`src/rtl/pipelined_cla_adder.sv`:
```
// Pipelined carry-lookahead adder/subtractor: one BLOCK-wide lookahead slice per register stage.
// Define PIPE_ADDER_OVF_EN to add the registered two's-complement overflow output ovf.
module pipelined_cla_adder #(
  parameter int WIDTH = 16,
  parameter int BLOCK = 4
) (
  input  logic             clk,
  input  logic             rst,
  input  logic             in_valid,
  output logic             in_ready,
  input  logic [WIDTH-1:0] a,
  input  logic [WIDTH-1:0] b,
  input  logic             cin,
  input  logic             sub,
  output logic             out_valid,
  input  logic             out_ready,
  output logic [WIDTH-1:0] sum,
  output logic             cout
`ifdef PIPE_ADDER_OVF_EN
  ,
  output logic             ovf
`endif
);

  localparam int BLK    = (BLOCK < 1) ? 1 : BLOCK;
  localparam int STAGES = WIDTH / BLK;

  generate
    if (BLOCK < 1 || (WIDTH % BLK) != 0 || STAGES < 1) begin : g_bad_params
      $error("pipelined_cla_adder: WIDTH must be a positive multiple of BLOCK (BLOCK >= 1)");
    end
  endgenerate

  logic advance;
  assign advance  = out_ready || !out_valid;
  assign in_ready = advance;

  // Flat lookahead: each carry is an OR of generate terms gated by the propagate run below it.
  function automatic logic [BLK:0] cla_block(input logic [BLK-1:0] x,
                                             input logic [BLK-1:0] y,
                                             input logic           c0);
    logic [BLK-1:0] g;
    logic [BLK-1:0] p;
    logic [BLK:0]   c;
    logic           run;
    g    = x & y;
    p    = x ^ y;
    c    = '0;
    c[0] = c0;
    for (int i = 0; i < BLK; i++) begin
      c[i+1] = g[i];
      run    = p[i];
      for (int j = i - 1; j >= 0; j--) begin
        c[i+1] = c[i+1] | (run & g[j]);
        run    = run & p[j];
      end
      c[i+1] = c[i+1] | (run & c0);
    end
    return {c[BLK], p ^ c[BLK-1:0]};
  endfunction

  genvar gi;
  generate
    for (gi = 0; gi < STAGES; gi++) begin : g_stage
      localparam int LO  = gi * BLK;
      localparam int REM = WIDTH - LO;

      // Operands still to be summed shrink by one block per stage; finished sum bits grow.
      logic [REM-1:0]      a_in;
      logic [REM-1:0]      b_in;
      logic                c_in;
      logic                v_in;
      logic [BLK:0]        blk_next;
      logic [LO+BLK-1:0]   s_next;
      logic [LO+BLK-1:0]   s_reg;
      logic                c_reg;
      logic                v_reg;

      assign blk_next = cla_block(a_in[BLK-1:0], b_in[BLK-1:0], c_in);

      if (gi == 0) begin : g_head
        assign a_in   = a;
        assign b_in   = b ^ {WIDTH{sub}};
        assign c_in   = cin ^ sub;
        assign v_in   = in_valid;
        assign s_next = blk_next[BLK-1:0];
      end else begin : g_link
        assign a_in   = g_stage[gi-1].g_fwd.a_reg;
        assign b_in   = g_stage[gi-1].g_fwd.b_reg;
        assign c_in   = g_stage[gi-1].c_reg;
        assign v_in   = g_stage[gi-1].v_reg;
        assign s_next = {blk_next[BLK-1:0], g_stage[gi-1].s_reg};
      end

      always_ff @(posedge clk or posedge rst) begin
        if (rst) begin
          s_reg <= '0;
          c_reg <= 1'b0;
          v_reg <= 1'b0;
        end else if (advance) begin
          s_reg <= s_next;
          c_reg <= blk_next[BLK];
          v_reg <= v_in;
        end
      end

      if (gi < STAGES - 1) begin : g_fwd
        logic [REM-BLK-1:0] a_reg;
        logic [REM-BLK-1:0] b_reg;

        always_ff @(posedge clk or posedge rst) begin
          if (rst) begin
            a_reg <= '0;
            b_reg <= '0;
          end else if (advance) begin
            a_reg <= a_in[REM-1:BLK];
            b_reg <= b_in[REM-1:BLK];
          end
        end
      end
    end
  endgenerate

  assign out_valid = g_stage[STAGES-1].v_reg;
  assign sum       = g_stage[STAGES-1].s_reg;
  assign cout      = g_stage[STAGES-1].c_reg;

`ifdef PIPE_ADDER_OVF_EN
  // The final stage still sees the operand MSBs, so overflow is resolved alongside the top block.
  logic ovf_next;
  logic ovf_reg;

  assign ovf_next = (g_stage[STAGES-1].a_in[BLK-1] == g_stage[STAGES-1].b_in[BLK-1]) &&
                    (g_stage[STAGES-1].blk_next[BLK-1] != g_stage[STAGES-1].a_in[BLK-1]);

  always_ff @(posedge clk or posedge rst) begin
    if (rst) begin
      ovf_reg <= 1'b0;
    end else if (advance) begin
      ovf_reg <= ovf_next;
    end
  end

  assign ovf = ovf_reg;
`endif

endmodule
```
`config.mk`:
```
export PLATFORM = sky130hd
export DESIGN_NAME = pipelined_cla_adder
export DESIGN_NICKNAME = d
export VERILOG_FILES = /design/src/rtl/pipelined_cla_adder.sv
export SDC_FILE = /design/constraint.sdc
export NUM_CORES = 1
export LEC_CHECK = 0
export ABC_CLOCK_PERIOD_IN_PS = 6900
export CAP_MARGIN = 20
export CORE_MARGIN = 2
export CORE_UTILIZATION = 59
export CTS_CLUSTER_SIZE = 28
export DETAILED_ROUTE_END_ITERATION = 16
export GPL_TIMING_DRIVEN = 0
export HOLD_SLACK_MARGIN = 0.02
export PLACE_DENSITY = 0.85
export SYNTH_ARGS = -nofsm -noshare
export SYNTH_HDL_FRONTEND = slang
export SYNTH_SLANG_ARGS = --single-unit
```
`constraint.sdc`:
```
create_clock -name clk -period 6.9 [get_ports clk]
set_input_delay 1.38 -clock clk [delete_from_list [all_inputs] [get_ports clk]]
set_output_delay 1.38 -clock clk [all_outputs]
set_load 0.02 [all_outputs]
```
Yosys cells after proc, flatten, opt, wreduce, memory -nomap -nowiden. Cells that the tools add are included.

Bits in registers: 96. Input bits: 38. Output and inout port bits: 19. Word-level logic and storage cells: 138.

Bitwise operators: 118. Reduce and logical (&&, ||, !) cells: 2.

Operator list (count): $and 1x1->1 (64); $or 1x1->1 (40); $xor 4x4->4 (8); $and 4x4->4 (4); $xor 16x16->16 (1); $logic_not 1->1 (1); $logic_or 1x1->1 (1); $xor 1x1->1 (1).

Depth between registers and ports, before layout.
Word-level depth: 7. Depth in mapped cells: 8. Mapped depth without buffers: 6.

Worst setup path before layout. OpenSTA, ideal clock, no wires.

Path kind: input port to output port. Start: input out_ready. End: output in_ready. Data arrival time: 2019 ps. Data required time: 5520 ps. Path slack: 3501 ps. Cell stages on the path: 5. Path buffers: 3. Cells stage by stage: nor2b_1 buf_4 inv_2 buf_2 buf_2.

Word-level cells in the longest chain between the ends: 1.

Ends and longest elaborated chain: start, declared (RTL line 16) `input logic out_ready,`; $logic_or 1x1->1 (RTL line 35) `assign advance = out_ready || !out_valid;`; end, declared (RTL line 10) `output logic in_ready,`.

Every way passes these cells.

Final worst setup path. Ends and elaborated chain as after synthesis.

==> out/metrics.yaml <==
yosysWarnings: 0
synth_top_area_share: 0.5593
hold_path_class: "reg2reg"
combPwrFrac: 0.409
syn_nets: 520
die_area_um2: 7979
layout-drive-gt1-share: 0.05838
crit_arrival_ns: 3.36
dp_hpwl_mm: 6.244
power_density_nw_per_um2: 421.8
p_seq_frac: 0.440
ys_ff_latch: 96
root_buffer: "clkbuf_8"
synth_top_family_by_area: "simple AND/OR/NAND/NOR gates"
synth_xor_xnor_area_share: 0.05535
drtPass1Iterations: 4
timing_hold_violations_final: 0
h-tree-depth: 3
post-cts-setup-buffer-count: 0
nets: 587
cts_resized: 0
p_clk_frac: 0.151
clock_latency_ns: 0.36
io_buffers: 55
crit_path_end: "in_ready"
setup_slack_ns: 2.165
numCtsBuffers: 9
drv_cap: 0
dieWidth_um: 89.33
worst_hold_path.num_cells: 2
die_h_um: 89.33
ir_drop_mv: 0.1644
drc: 0
seq_area_frac_synth: 0.5593
fillerInstances: 570
cts_tree: "built"
power.switching_uw: 836.4
avgSynthCellArea_um2: 9.338
intPower_uw: 1345
swShare: 0.3834
setup_violations: 0
cts.path.max_buffers: 2
num_rows: 31
clkTransAtPathRegs_ns: 0.09
setup_tns_ns: 0
cp-startpoint: "out_ready"
grt.total_usage: 0.2393
rsz0062_at_grt: "no"
finClkSkew_ns: 0.007593
required_ns: 5.52
synth_simple_gate_area_frac: 0.2010
worstMarginPinSlew_ns: 0.5250
antenna_found_initial: 0
rrSetupSlack_ns: 5.30
period_needed_ns: 4.735
overflow: 0
slew_viol_final: 0
clock_sinks: 96
ys_types: 28
synth_compound_area_frac: 0.07981
synth_area_um2: 4295
num_antenna_cells: 0
critPathKind: "in2out"
first_global_vias: 3094
critPathMaxFanout: 10
io_pins: 57
num_vias: 3196
crit_path_start_kind: "input port"
muxShareOfSynthArea: 0
p_leak_uw: 0.002519
slew_headroom: 0.6500
wl_mm: 8.598
synth.area.top_cells: "dfrtp_1, nand2_1, ha_1, xnor2_1, o21ai_0"
syn2layout_area_growth_pct: 20.42
end_kind: "output pin"
max_freq_mhz: 211.2
globalplace.congestion: 0.8216
postRouteAntennaNets: 0
grt_max_degree: 68
period_share: 0.6863
synthAdderAreaFrac: 0.07107
wl_per_cell_um: 13.65
cts_hold_buf: 0
synthCells: 460
r2r_end: "cout"
worst_r2r_path_depth: 5
core-area_um2: 7137
r2r-start: "g_stage[2].g_fwd.a_reg[0]"
grt_pass1_wl_mm: 14.32
start_util: 0.6019
drt_iter0_markers: 170
outcome: "completed"
synth_area_leader_cell: "dfrtp_1"
drt-vias-per-instance: 5.073
place_ws_ns: 2.182
-- per-stage QoR --
step	hold slack (ns)	utilization	instance area, um2	instances	power, uW
CTS	0.4635	0.7248	5172	630	2198
detailed placement	0.4476	0.7006	5000	615	1863
finish	0.4645	0.7248	5172	630	2182
global route	0.4829	0.7248	5172	630	2360
global placement	0.4411	0.6964	4970	614	1805
floorplan	0.4300	-	4295	460	1551
-- how the worst min path moves through the flow --
stage | from | to | slack, ns
2_1_floorplan | g_stage[2].v_reg | g_stage[2].v_reg | 0.43
3_3_place_gp | g_stage[2].v_reg | g_stage[2].v_reg | 0.44
4_1_cts | g_stage[0].g_fwd.b_reg[7] | g_stage[1].g_fwd.b_reg[3] | 0.46
5_1_grt | g_stage[1].s_reg[6] | g_stage[2].s_reg[6] | 0.48
3_5_place_dp | g_stage[2].v_reg | g_stage[2].v_reg | 0.45
6_report | g_stage[2].v_reg | g_stage[2].v_reg | 0.46
-- metal layers --
layer / global-route usage / part of all wire / up-vias
met2: 0.3933 / 0.51 / 71
met1: 0.3181 / 0.43 / 1529
met3: 0.04709 / 0.050 / 11
met5: 0 / 0 / -
li1: - / - / 1585
met4: 0.08820 / 0.016 / 0
-- area by class of cell --
class | instances | area [um2] | share of cell area
Sequential cell | 96 | 2402 | 0.4644
Multi-Input combinational cell | 333 | 1749 | 0.3382
Timing Repair Buffer | 56 | 578.1 | 0.1118
Clock buffer | 11 | 141.4 | 0.02733
Tap cell | 99 | 123.9 | 0.02395
Buffer | 23 | 113.9 | 0.02201
Inverter | 8 | 32.53 | 0.006289
Clock inverter | 4 | 31.28 | 0.006047
-- cells in the final DEF (no fill, tap or decap), drive strengths merged, types with 7 or more instances in the layout --
master	instances
a21oi	15
buf	12
clkbuf	23
clkdlybuf4s50	55
dfrtp	96
ha	18
inv	8
nand2	214
nor2	10
o21ai	26
xnor2	18
xor2	7
-- worst max-delay path: stages --
cell	delay [ns]
clkdlybuf4s50_1	0.46
nor2b_1	0.04
buf_4	0.16
inv_2	0.09
buf_2	0.27
buf_2	0.30
clkdlybuf4s50_1	0.65
-- power groups by stage --
stage	Clock [uW]	Sequential, uW	Combinational [uW]
detailed placement	0	971	892
global placement	0	957	848
floorplan	0	1000	550
CTS	338	959	900
global route	358	989	1010
finish	330	960	892
-- synthesized netlist by cell type (all sizes together) --
| library cell | count |
|---|---|
| nand2 | 214 |
| dfrtp | 96 |
| o21ai | 26 |
| ha | 18 |
| xnor2 | 18 |
| a21oi | 15 |
| clkbuf | 12 |
| buf | 11 |
| nor2 | 10 |
| inv | 8 |
| xor2 | 7 |
| a211oi | 6 |
| fa | 4 |
| a21o | 3 |
| o21bai | 3 |
| o211ai | 2 |
| nand2b | 1 |
| nand3 | 1 |
| nor2b | 1 |
| nor3 | 1 |
| o21a | 1 |
| o22ai | 1 |
| o31ai | 1 |
-- logic make-up after synthesis --
kind of cell,count (synthesis)
compound gates,58
xor+xnor,25
fa+ha+maj,22
buf+inv,31
flops,96
simple gates,228
Power figures use the tool's default switching activity.
